File: config.mk
export PLATFORM = sky130hd
export DESIGN_NAME = key_scan_encoder_flat
export DESIGN_NICKNAME = d
export VERILOG_FILES = /design/src/rtl/key_scan_encoder_pkg.sv /design/src/rtl/key_scan_encoder_if.sv /design/src/rtl/key_debounce.sv /design/src/rtl/key_scan_encoder.sv /design/src/flat_wrapper.sv
export SDC_FILE = /design/constraint.sdc
export NUM_CORES = 1
export LEC_CHECK = 0
export CAP_MARGIN = 10
export CELL_PAD_IN_SITES_DETAIL_PLACEMENT = 2
export CELL_PAD_IN_SITES_GLOBAL_PLACEMENT = 2
export CORE_MARGIN = 2
export CORE_UTILIZATION = 25
export CTS_CLUSTER_DIAMETER = 150
export DETAILED_ROUTE_END_ITERATION = 8
export PLACE_DENSITY_LB_ADDON = 0.1
export SETUP_SLACK_MARGIN = 0.05
export SYNTH_ARGS = -nofsm -noshare
export SYNTH_HDL_FRONTEND = slang
export SYNTH_SLANG_ARGS = --single-unit
File: constraint.sdc
create_clock -name Sys_CLK -period 2.7 [get_ports Sys_CLK]
set_clock_uncertainty 0.15 [all_clocks]
set_input_delay 0.54 -clock Sys_CLK [delete_from_list [all_inputs] [get_ports Sys_CLK]]
set_output_delay 0.54 -clock Sys_CLK [all_outputs]
set_load 0.02 [all_outputs]
File: src/rtl/key_scan_encoder_pkg.sv
// -----------------------------------------------------------------------------
// key_scan_encoder_pkg
// Shared definitions for the key scan encoder: FSM state encodings, the
// "no key" code, the number of scanned keys and the priority encoder that
// turns a vector of press events into a key code.
// -----------------------------------------------------------------------------
package key_scan_encoder_pkg;

    localparam int NUM_KEYS = 3;

    // FSM state encodings (binary)
    localparam logic [1:0] ST_IDLE     = 2'd0;
    localparam logic [1:0] ST_REPORT   = 2'd1;
    localparam logic [1:0] ST_WAIT_REL = 2'd2;

    // Key_Out value before any press has been accepted
    localparam logic [1:0] KEY_NONE = 2'd0;

    // Lowest index wins: Key_In[0] -> 1, Key_In[1] -> 2, Key_In[2] -> 3.
    function automatic logic [1:0] key_code(input logic [NUM_KEYS-1:0] rise);
        logic [1:0] code;
        code = KEY_NONE;
        if (rise[0]) begin
            code = 2'd1;
        end else if (rise[1]) begin
            code = 2'd2;
        end else if (rise[2]) begin
            code = 2'd3;
        end
        return code;
    endfunction

endpackage

File: src/rtl/key_scan_encoder_if.sv
// -----------------------------------------------------------------------------
// key_scan_encoder_if
// Bundles the key front end's functional signals.
//   EN         enable for accepting new presses   (master -> slave)
//   Key_In     raw buttons, asynchronous          (master -> slave)
//   Key_Out    code of last accepted key          (slave  -> master)
//   Key_Strobe one-cycle pulse on a new Key_Out   (slave  -> master)
//   Key_Busy   press reported, not yet released  (slave  -> master)
// The encoder uses the slave modport; the button/board side uses master.
// -----------------------------------------------------------------------------
interface key_scan_encoder_if;
    import key_scan_encoder_pkg::*;

    logic                EN;
    logic [NUM_KEYS-1:0] Key_In;
    logic [1:0]          Key_Out;
    logic                Key_Strobe;
    logic                Key_Busy;

    modport master (
        output EN,
        output Key_In,
        input  Key_Out,
        input  Key_Strobe,
        input  Key_Busy
    );

    modport slave (
        input  EN,
        input  Key_In,
        output Key_Out,
        output Key_Strobe,
        output Key_Busy
    );

endinterface

File: src/rtl/key_debounce.sv
// -----------------------------------------------------------------------------
// key_debounce
// One button: 2-flop synchroniser, polarity normalisation, tick-driven
// debounce counter, debounced level and a one-cycle press event.
// Ports:
//   clk     system clock, rising edge
//   rst_n   asynchronous reset, active-low
//   tick    one-cycle sample strobe from the shared prescaler
//   raw     raw button level, asynchronous to clk
//   stable  debounced level, 1 = pressed
//   rise    one-cycle pulse when stable goes from released to pressed
// -----------------------------------------------------------------------------
module key_debounce
    import key_scan_encoder_pkg::*;
#(
    parameter int DEBOUNCE_TICKS = 20,
    parameter int KEY_ACTIVE_LOW = 1
) (
    input  logic clk,
    input  logic rst_n,
    input  logic tick,
    input  logic raw,
    output logic stable,
    output logic rise
);

    localparam int              CNT_W    = (DEBOUNCE_TICKS > 2) ? $clog2(DEBOUNCE_TICKS) : 1;
    localparam logic [CNT_W-1:0] CNT_TC  = CNT_W'(DEBOUNCE_TICKS - 1);
    localparam logic            RAW_IDLE = (KEY_ACTIVE_LOW != 0);

    logic [1:0]       sync;
    logic             pressed;
    logic [CNT_W-1:0] cnt;

    // Synchroniser resets to the released raw level so that coming out of
    // reset does not look like a pending change.
    always_ff @(posedge clk or negedge rst_n) begin
        if (!rst_n) begin
            sync <= {2{RAW_IDLE}};
        end else begin
            sync <= {sync[0], raw};
        end
    end

    assign pressed = sync[1] ^ RAW_IDLE;

    // cnt counts consecutive ticks on which the sampled level disagreed with
    // stable; the DEBOUNCE_TICKS-th disagreeing sample commits the change.
    always_ff @(posedge clk or negedge rst_n) begin
        if (!rst_n) begin
            cnt    <= '0;
            stable <= 1'b0;
            rise   <= 1'b0;
        end else begin
            rise <= 1'b0;
            if (tick) begin
                if (pressed != stable) begin
                    if (cnt == CNT_TC) begin
                        stable <= pressed;
                        cnt    <= '0;
                        rise   <= pressed;
                    end else begin
                        cnt <= cnt + 1'b1;
                    end
                end else begin
                    cnt <= '0;
                end
            end
        end
    end

endmodule

File: src/rtl/key_scan_encoder.sv
// -----------------------------------------------------------------------------
// key_scan_encoder
// Key front end for the nixie tube driver. Debounces three raw buttons and
// reports each newly accepted press once as a held 2-bit code plus a
// one-cycle strobe; no auto-repeat.
// Ports:
//   Sys_CLK   system clock, rising edge
//   Sys_RST   asynchronous reset, active-low
//   kbus      key_scan_encoder_if.slave:
//               EN, Key_In (inputs); Key_Out, Key_Strobe, Key_Busy (outputs)
// -----------------------------------------------------------------------------
module key_scan_encoder
    import key_scan_encoder_pkg::*;
#(
    parameter int CLK_HZ         = 50_000_000,
    parameter int TICK_HZ        = 1000,
    parameter int DEBOUNCE_TICKS = 20,
    parameter int KEY_ACTIVE_LOW = 1
) (
    input  logic                Sys_CLK,
    input  logic                Sys_RST,
    key_scan_encoder_if.slave   kbus
);

    localparam int               DIV   = CLK_HZ / TICK_HZ;
    localparam int               PRE_W = (DIV > 1) ? $clog2(DIV) : 1;
    localparam logic [PRE_W-1:0] PRE_TC = PRE_W'(DIV - 1);

    logic [PRE_W-1:0]    prescaler;
    logic                tick;
    logic [NUM_KEYS-1:0] stable;
    logic [NUM_KEYS-1:0] rise;
    logic [1:0]          state;
    logic [1:0]          key_out;

    // Debounce sample-rate prescaler
    always_ff @(posedge Sys_CLK or negedge Sys_RST) begin
        if (!Sys_RST) begin
            prescaler <= '0;
        end else if (prescaler == PRE_TC) begin
            prescaler <= '0;
        end else begin
            prescaler <= prescaler + 1'b1;
        end
    end

    assign tick = (prescaler == PRE_TC);

    for (genvar i = 0; i < NUM_KEYS; i++) begin : g_key
        key_debounce #(
            .DEBOUNCE_TICKS (DEBOUNCE_TICKS),
            .KEY_ACTIVE_LOW (KEY_ACTIVE_LOW)
        ) u_debounce (
            .clk    (Sys_CLK),
            .rst_n  (Sys_RST),
            .tick   (tick),
            .raw    (kbus.Key_In[i]),
            .stable (stable[i]),
            .rise   (rise[i])
        );
    end

    // Report FSM. Press events are only looked at in IDLE, so anything that
    // rises while a press is being reported or held is dropped for good.
    always_ff @(posedge Sys_CLK or negedge Sys_RST) begin
        if (!Sys_RST) begin
            state   <= ST_IDLE;
            key_out <= KEY_NONE;
        end else begin
            case (state)
                ST_IDLE: begin
                    if (kbus.EN && (|rise)) begin
                        state   <= ST_REPORT;
                        key_out <= key_code(rise);
                    end
                end
                ST_REPORT: begin
                    state <= ST_WAIT_REL;
                end
                ST_WAIT_REL: begin
                    // Wait for every key, not just the reported one, so a
                    // second key held alongside cannot be reported later.
                    if (stable == '0) begin
                        state <= ST_IDLE;
                    end
                end
                default: begin
                    state <= ST_IDLE;
                end
            endcase
        end
    end

    assign kbus.Key_Out    = key_out;
    assign kbus.Key_Strobe = (state == ST_REPORT);
    assign kbus.Key_Busy   = (state == ST_WAIT_REL);

endmodule

File: src/flat_wrapper.sv
// flat-port wrapper written by rule: the top's interface ports become plain ports
module key_scan_encoder_flat import key_scan_encoder_pkg::*;
#(
    parameter int CLK_HZ         = 50_000_000,
    parameter int TICK_HZ        = 1000,
    parameter int DEBOUNCE_TICKS = 20,
    parameter int KEY_ACTIVE_LOW = 1
)
  (Sys_CLK, Sys_RST, kbus_EN, kbus_Key_In, kbus_Key_Out, kbus_Key_Strobe, kbus_Key_Busy);
  key_scan_encoder_if kbus_i ();
  input  logic Sys_CLK;
  input  logic Sys_RST;
  input wire logic [$bits(kbus_i.EN)-1:0] kbus_EN;
  input wire logic [$bits(kbus_i.Key_In)-1:0] kbus_Key_In;
  output wire logic [$bits(kbus_i.Key_Out)-1:0] kbus_Key_Out;
  output wire logic [$bits(kbus_i.Key_Strobe)-1:0] kbus_Key_Strobe;
  output wire logic [$bits(kbus_i.Key_Busy)-1:0] kbus_Key_Busy;
  assign kbus_i.EN = kbus_EN;
  assign kbus_i.Key_In = kbus_Key_In;
  assign kbus_Key_Out = kbus_i.Key_Out;
  assign kbus_Key_Strobe = kbus_i.Key_Strobe;
  assign kbus_Key_Busy = kbus_i.Key_Busy;
  key_scan_encoder #(.CLK_HZ(CLK_HZ), .TICK_HZ(TICK_HZ), .DEBOUNCE_TICKS(DEBOUNCE_TICKS), .KEY_ACTIVE_LOW(KEY_ACTIVE_LOW)) u_core (.Sys_CLK(Sys_CLK), .Sys_RST(Sys_RST), .kbus(kbus_i));
endmodule
-- Word level (Yosys, flattened, before mapping)
Cells that the tools add are included.
- flip-flop bits (word level): 47
- input port bits: 6
- word-level logic and storage cells: 64
- $add $sub $neg: 4
- eq/ne operators: 11
- mux-type cells: 22
- bitwise gates (word level): 3
- reduce and logical (&&, ||, !) cells: 9
- operators with widths (cell ; number):
    two-way mux 5 bit ; 6
    adder 16 x 1 -> 16 bit (second input constant) ; 1
    equality test 16 bit (second input constant) ; 1
    two-way mux 16 bit ; 1
    adder 5 x 1 -> 5 bit (second input constant) ; 3
    equality test 5 bit (second input constant) ; 3
    two-way mux 2 bit ; 5
    two-way mux 1 bit ; 9
    AND reduction 3 bit ; 3
    case mux 2 bit (3 select lines) ; 1
    inequality test 2 x 1 -> 1 bit (second input constant) ; 2
    AND reduction 2 bit ; 2
    zero test 3 bit ; 1
    inequality test 1 bit ; 3
    NOT 1 bit ; 3
    OR reduction 3 bit ; 1
    equality test 2 x 1 -> 1 bit (second input constant) ; 1
    equality test 2 bit (second input constant) ; 1
    zero test 2 bit ; 1
    logical AND 1 bit ; 1

-- Longest topological paths before layout
Gate-level depths: netlist of the first run.
- depth after elaboration: 4
- depth in mapped cells: 7
- gate-level depth less buffers: 5

-- Modules after synthesis
Synthesis of the first run repeated with hierarchy kept, for this count alone.
- cell total of the unflattened synthesis: 198
- area, all modules: 2192.1 um^2
- modules (own cells, without submodules) (module ; times used ; cells an instance ; area an instance (um^2) ; sequential area each (um^2)):
    key_debounce ; 3 ; 37 ; 412.9 ; 227.7
    key_scan_encoder ; 1 ; 87 ; 953.4 ; 500.5

-- Least setup slack after synthesis of the first run
No wires, ideal clock.
- path kind: register to register
- start point: reg u_core.prescaler[7]
- end point: reg u_core.g_key[0].u_debounce.cnt[0]
- data arrival time: 2.073 ns
- path slack: 0.400 ns
- cell stages (with the launch flop): 6
- buffers on the path: 1
- period minus slack after synthesis: 2.300 ns
- cell sequence: dfrtp_1 > or4b_1 > or4_1 > clkbuf_1 > or3_1 > o21ai_1
- word-level cells in the longest chain between the ends: 1
- RTL lines (what ; RTL line ; text):
    start: declaration ; key_scan_encoder.sv:29 ; logic [PRE_W-1:0] prescaler;
    start signal: assignment ; key_scan_encoder.sv:43 ; prescaler <= prescaler + 1'b1;
    equality test 16 bit ; key_scan_encoder.sv:47 ; assign tick = (prescaler == PRE_TC);
    end signal: assignment ; key_debounce.sv:63 ; cnt <= cnt + 1'b1;
    end: declaration ; key_debounce.sv:33 ; logic [CNT_W-1:0] cnt;
No other way between the ends.
A chain may end at the register's enable or synchronous reset.

-- Worst setup path after layout of the first run
- start point: reg u_core.prescaler[7]
- end point: reg u_core.g_key[1].u_debounce.cnt[2]
- word-level cells in the longest chain between the ends: 1
- RTL lines (what ; RTL line):
    equality test 16 bit ; key_scan_encoder.sv:47
    end signal: assignment ; key_debounce.sv:63
    end: declaration ; key_debounce.sv:33
No other way between the ends.

==> results of run 1 <==
## where the power goes
group          total [mW]  switching, mW  internal, mW  leakage, nW
clock network       0.409          0.228         0.181       0.0412
registers           0.715        0.00302         0.712        0.622
logic              0.0290         0.0199       0.00903        0.428
## critical path, cell delays in order (launching register included)
cell and delay, ns:
dfrtp_1 0.43, or4b_1 0.58, or4_1 0.58, buf_4 0.21, o41ai_1 0.32
## through the flow
stage | power, mW | area, um2 | util (%) | cells
after floorplan | 0.734 | 2120 | - | 204
after global placement | 0.758 | 2360 | 28.7 | 320
after detailed placement | 0.759 | 2360 | 28.7 | 320
after CTS | 1.19 | 2450 | 29.8 | 328
after global routing | 1.22 | 2450 | 29.8 | 328
final | 1.15 | 2450 | 29.8 | 328
## cell type report
type	count	area [um2]	share of cell area [%]
clock inverter	2	12.5	0.511
multi-input combinational	145	887	36.2
inverter	8	30.0	1.23
sequential	47	1180	48.4
tap	105	131	5.37
timing repair buffer	15	130	5.32
clock buffer	6	72.6	2.97
## cells in the mapped netlist
library cell,number
nor2b_1,2
and2_1,4
nand4b_1,1
nor3b_1,2
or4_1,1
o41ai_1,1
nor4b_1,1
nor2_1,17
o21a_1,1
xor2_1,8
nand3b_1,2
ha_1,4
o21ai_1,4
nor4bb_1,1
o21ai_0,10
dfrtp_1,41
nor4_1,4
nor4_2,1
or3_1,2
or2_2,4
or4b_1,2
and4b_1,1
o31ai_1,3
nand4_1,4
a21oi_1,8
dfstp_2,6
nand3_1,12
nor3_1,5
nand2b_1,3
a22o_1,2
buf_2,1
nand2_1,22
inv_1,8
xnor2_1,7
clkbuf_1,3
mux2i_1,4
a21o_1,1
o22a_1,1
## kinds of logic after synthesis
group / count (synthesis)
AND/OR/NAND/NOR: 91
flip-flops: 47
multiplexers: 4
buffers and inverters: 12
AO/OA/AOI/OAI: 31
XOR/XNOR: 15
adder cells (fa/ha/maj): 4
## worst max-delay path by stage
stage,slack [ns],startpoint,endpoint
2_1_floorplan,0.40,u_core.prescaler[7]$_DFF_PN0_,u_core.g_key[0].u_debounce.cnt[0]$_DFFE_PN0N_
3_3_place_gp,0.41,u_core.prescaler[7]$_DFF_PN0_,u_core.g_key[0].u_debounce.cnt[2]$_DFFE_PN0N_
3_5_place_dp,0.31,u_core.prescaler[7]$_DFF_PN0_,u_core.g_key[1].u_debounce.cnt[2]$_DFFE_PN0N_
4_1_cts,0.28,u_core.prescaler[7]$_DFF_PN0_,u_core.g_key[1].u_debounce.cnt[2]$_DFFE_PN0N_
5_1_grt,0.15,u_core.prescaler[7]$_DFF_PN0_,u_core.g_key[1].u_debounce.cnt[2]$_DFFE_PN0N_
6_report,0.32,u_core.prescaler[7]$_DFF_PN0_,u_core.g_key[1].u_debounce.cnt[2]$_DFFE_PN0N_
## layer usage
metal / up-vias / wire length, um / global-route usage, %
met5: - / 0 / 0
met4: 0 / 27 / 2.86
met3: 2 / 70 / 2.58
met2: 6 / 2510 / 20.7
met1: 822 / 2270 / 15.4
li1: 745 / - / -
## state kept, by name, indices dropped and copies added (netlist names)
signal                          cells
u_core.g_key.u_debounce.rise        3
u_core.prescaler                   16
u_core.g_key.u_debounce.sync        6
u_core.state                        2
u_core.kbus.Key_Out                 2
u_core.g_key.u_debounce.cnt        15
u_core.g_key.u_debounce.stable      3
==> summary.md, run 1 <==
| Metric | Value |
|---|---|
| Worst Hold Class | input port to async pin |
| Antenna violations before repair | 0 |
| WL per Instance | 14.9 um |
| Post-CTS sizing | 0 |
| Die W | 96.0 um |
| Detailed router's first-iteration violation count | 28 |
| Hold Vio Cnt, Final | 0 |
| Post-synth net total | 214 |
| Clock Root Buffer | clkbuf_8 |
| Postcts setup bufs | 0 |
| # DRC | 0 |
| Nets | 232 |
| Top cells by area, synth | dfrtp_1 48%, dfstp_2 7.4%, nand2_1 3.9%, xor2_1 3.3%, nor2_1 3.0% |
| Cts hold-fix bufs | 0 |
| Initial Util | 25.8% |
| Most frequent cells in the layout | 41 x dfrtp_1, 22 x nand2_1, 17 x nor2_1 |
| Core area | 8220 um2 |
| Syn avg cell area | 10.4 um2 |
| Row Count | 33 |
| Slew @ Worst Pin | 0.616 ns |
| Post-synthesis compound-gate area fraction | 8.63% |
| Die extent in y | 96.0 um |
| Pre-CTS WS | 0.308 ns |
| Crit path kind | flop to flop |
| Final slew viol count | 0 |
| DP HPWL | 3580 um |
| # diodes | 0 |
| Power per cell area | 471 nW/um2 |
| Setup WS post-layout | 0.319 ns |
| First-pass GRT wire length | 8650 um |
| Biggest area consumer among synthesized cells | dfrtp_1 |
| Number of global-route vias before repair | 1776 |
| Share of cells above drive strength 1 | 11.2% |
| Slew headroom | 58.9% |
| IO Count | 10 |
| Port bufs | 9 |
| Total track usage | 12.0% |
| Leakage | 1.09 nW |
| CP arrival | 2.41 ns |
| Fin crit period | 2.38 ns |
| TNS Setup | 0 ns |
| Post-Syn Area | 2120 um2 |
| Critical path startpoint category | flop |
| CTS buffer count | 5 |
| Final setup fails | 0 |
| Fraction of synthesized area in multiplexers | 1.89% |
| H-tree level count | 2 |
| Largest net degree at the start of global routing | 48 |
| Critical Path RT | 2.73 ns |
| Hold_ws | 0.183 ns |
| Synth Area in Adders | 2.36% |
| Post-synthesis cell type count | 38 |
| Flop2flop setup slack | 0.32 ns |
| Vias | 1575 |
| Clk Latency, worst-skew pair | 0.29 ns |
| #FFs+latches synth | 47 |
| GRT overflow | 0 |
| Fillers | 909 |
| Max Fclk | 0.420 GHz |
| First-pass DRT Iterations | 3 |
| Max Cap Violations | 0 |
| Xor/xnor cell area share of the yosys netlist | 6.21% |
| # clock sinks | 47 |
| Largest fanout on the critical path | 13 |
| Commonest non-fill, non-tap cell in the layout | dfrtp_1 |
| Max Root-Sink Buffers | 2 |
| Sequential-to-total area share from yosys stat | 55.9% |
| Layout area overhead | 15.6% |
| Reg2Reg Depth | 4 |
| Simple-gate share of the synthesized area | 22.8% |
| VDD IR max | 149 uV |
| Final period utilization | 88.2% |
| Reg2reg end | u_core.g_key[1].u_debounce.cnt[2]$_DFFE_PN0N_ |
| Routed WL | 4880 um |
| CTS clock-pin slew for the worst setup and hold paths | 0.09 ns |
| Post-synth top area share | 48.5% |
| CTS tree | built |
| Gpl congestion | 0.730 |
| Cells after Synth | 204 |
| RSZ-0062 raised after global routing | false |
| Final ANT Viol Nets | 0 |
| Result of the run | finished, final reports clean |
| Vias per cell | 4.80 |
| Number of synthesis warnings | 0 |
| Die ar. | 9220 um2 |
| R2r startpoint | u_core.prescaler[7]$_DFF_PN0_ |
| CP endpoint kind | flop |
| Main combinational cell family by area after synthesis | simple AND/OR/NAND/NOR gates |
Note: power is estimated with default switching activity, not from simulation.
==> run 2, diff against run 1 <==
--- a/config.mk
+++ b/config.mk
@@ -8,6 +8,7 @@
 export CAP_MARGIN = 10
 export CELL_PAD_IN_SITES_DETAIL_PLACEMENT = 2
 export CELL_PAD_IN_SITES_GLOBAL_PLACEMENT = 2
+export CORE_ASPECT_RATIO = 0.6
 export CORE_MARGIN = 2
 export CORE_UTILIZATION = 25
 export CTS_CLUSTER_DIAMETER = 150
==> summary.md, run 2 (synthesis gave the netlist of run 1 again) <==
| Metric | Value |
|---|---|
| Flop pwr share | 53.0% |
| Result of the run | finished, final reports clean |
| TNS Setup | 0 ns |
| Initial Util | 26.3% |
| Reg2reg end | u_core.g_key[1].u_debounce.rise$_DFF_PN0_ |
| Setup WS post-layout | 0.299 ns |
| Max Cap Violations | 0 |
| Critical Path RT | 2.70 ns |
| Die W | 123 um |
| First-pass DRT Iterations | 4 |
| CP endpoint kind | flop |
| Clock power frac | 44.8% |
| Max FFs per register | 16 |
| Final setup fails | 0 |
| Layout Utilization | 31.2% |
| DP HPWL | 3880 um |
| Vias | 1565 |
| Number of global-route vias before repair | 1759 |
| Combinational power share | 2.2% |
| CTS clock-pin slew for the worst setup and hold paths | 0.06 ns |
| R2r startpoint | u_core.prescaler[7]$_DFF_PN0_ |
| CP max-delay cell | or4b_1 |
| IO Count | 10 |
| VDD IR max | 203 uV |
| CTS buffer count | 5 |
| Non-Filler Instances | 330 |
| Psw | 0.285 mW |
| Crit path max-delay family | simple AND/OR/NAND/NOR gates |
| Leakage | 1.12 nW |
| Hold Vio Cnt, Final | 0 |
| Fin crit period | 2.40 ns |
| Max Fclk | 0.417 GHz |
| Port bufs | 9 |
| CP arrival | 2.40 ns |
| Cells after DPL | 322 |
| P_int | 1.06 mW |
| Total track usage | 13.5% |
| CTS tree | built |
| # DRC | 0 |
| Most flops, register | u_core.prescaler |
| Critical path startpoint category | flop |
| RSZ-0062 raised after global routing | false |
| # clock sinks | 47 |
| Post-CTS sizing | 0 |
| Switching portion of total power | 21.1% |
| Largest registers | u_core.prescaler x16, u_core.g_key.u_debounce.cnt x15, u_core.g_key.u_debounce.sync x6 |
| Flop2flop setup slack | 0.30 ns |
| Layout area overhead | 18.5% |
| # diodes | 0 |
| Clk Latency, worst-skew pair | 0.29 ns |
| Largest fanout on the critical path | 11 |
| Commonest non-fill, non-tap cell in the layout | dfrtp_1 |
| Final period utilization | 88.9% |
| Crit-path max cell delay | 0.57 ns |
| Core area | 8040 um2 |
| Antenna violations before repair | 0 |
| WL per Instance | 16.1 um |
| Max Root-Sink Buffers | 2 |
| Worst path bufs/invs | 1 |
| H-tree level count | 2 |
| Row Count | 25 |
| Worst-path cell chain | or4b_1 > nor4_2 > buf_12 > nand2_1 > nor3_1 |
| Vias per cell | 4.74 |
| Detailed router's first-iteration violation count | 55 |
| Cts hold-fix bufs | 0 |
| Most frequent cells in the layout | 41 x dfrtp_1, 22 x nand2_1, 17 x nor2_1 |
| Die ar. | 9240 um2 |
| Crit path kind | flop to flop |
| Clock Root Buffer | clkbuf_16 |
| First-pass GRT wire length | 9110 um |
| Power per cell area | 538 nW/um2 |
| Die extent in y | 75.3 um |
| Postcts setup bufs | 0 |
| Largest net degree at the start of global routing | 48 |
| Final ANT Viol Nets | 0 |
| Worst Hold Class | input port to async pin |
| Final slew viol count | 0 |
| Routed WL | 5310 um |
| GRT overflow | 0 |
| Slew headroom | 59.0% |
| Share of cells above drive strength 1 | 10.4% |
| Nets | 231 |
| Gpl congestion | 0.749 |
| Pre-CTS WS | 0.328 ns |
| Reg2Reg Depth | 5 |
| Overall power | 1.35 mW |
| Slew @ Worst Pin | 0.615 ns |
==> run 2: changes by cell type in the layout (fill, tap and decap cells not counted), sizes merged <==
cell      change
clkbuf        +1
buf           -1
clkinvlp      -1
==> run 2: power groups by stage <==
stage          Combinational (mW)  Clock [mW]  Sequential [mW]
3_3_place_gp               0.0305           0            0.728
5_1_grt                    0.0348       0.661            0.716
3_5_place_dp               0.0314           0            0.728
2_1_floorplan             0.00614           0            0.728
4_1_cts                    0.0317       0.637            0.715
6_report                   0.0294       0.605            0.715
==> run 2: through the flow <==
step / hold slack [ns] / area, um2
3_5_place_dp: 0.198 / 2370
5_1_grt: 0.215 / 2510
4_1_cts: 0.207 / 2510
6_report: 0.180 / 2510
2_1_floorplan: 0.0944 / 2120
3_3_place_gp: 0.196 / 2370
==> run 2: worst max path at each step <==
stage,to,depth (start not counted),startpoint
6_report,u_core.g_key[1].u_debounce.rise$_DFF_PN0_,5,u_core.prescaler[7]$_DFF_PN0_
4_1_cts,u_core.g_key[1].u_debounce.rise$_DFF_PN0_,5,u_core.prescaler[7]$_DFF_PN0_
5_1_grt,u_core.g_key[1].u_debounce.cnt[2]$_DFFE_PN0N_,4,u_core.prescaler[7]$_DFF_PN0_
3_5_place_dp,u_core.g_key[1].u_debounce.cnt[2]$_DFFE_PN0N_,4,u_core.prescaler[7]$_DFF_PN0_
2_1_floorplan,u_core.g_key[0].u_debounce.cnt[0]$_DFFE_PN0N_,5,u_core.prescaler[7]$_DFF_PN0_
3_3_place_gp,u_core.g_key[1].u_debounce.rise$_DFF_PN0_,5,u_core.prescaler[7]$_DFF_PN0_
==> run 2: layout make-up <==
| cell class | instances | area (um2) |
|---|---|---|
| fill | 880 | 5530 |
| sequential | 47 | 1180 |
| multi-input combinational | 145 | 887 |
| timing repair buffer | 14 | 135 |
| tap | 108 | 135 |
| clock buffer | 7 | 133 |
| inverter | 8 | 30.0 |
| clock inverter | 1 | 5.00 |
==> run 2: metal layers <==
metal	wire (um)	up-vias	GRT usage (%)
li1	-	745	-
met1	2690	807	17.4
met2	2430	8	21.7
met3	130	5	3.64
met4	64	0	5.36
met5	0	-	0
==> run 3, diff against run 2 <==
--- a/config.mk
+++ b/config.mk
@@ -5,7 +5,6 @@
 export SDC_FILE = /design/constraint.sdc
 export NUM_CORES = 1
 export LEC_CHECK = 0
-export CAP_MARGIN = 10
 export CELL_PAD_IN_SITES_DETAIL_PLACEMENT = 2
 export CELL_PAD_IN_SITES_GLOBAL_PLACEMENT = 2
 export CORE_ASPECT_RATIO = 0.6
@@ -13,6 +12,7 @@
 export CORE_UTILIZATION = 25
 export CTS_CLUSTER_DIAMETER = 150
 export DETAILED_ROUTE_END_ITERATION = 8
+export HOLD_SLACK_MARGIN = 0.1
 export PLACE_DENSITY_LB_ADDON = 0.1
 export SETUP_SLACK_MARGIN = 0.05
 export SYNTH_ARGS = -nofsm -noshare
==> results of run 3 <==
The final DEF is identical to that of run 2; final timing and power are the same.
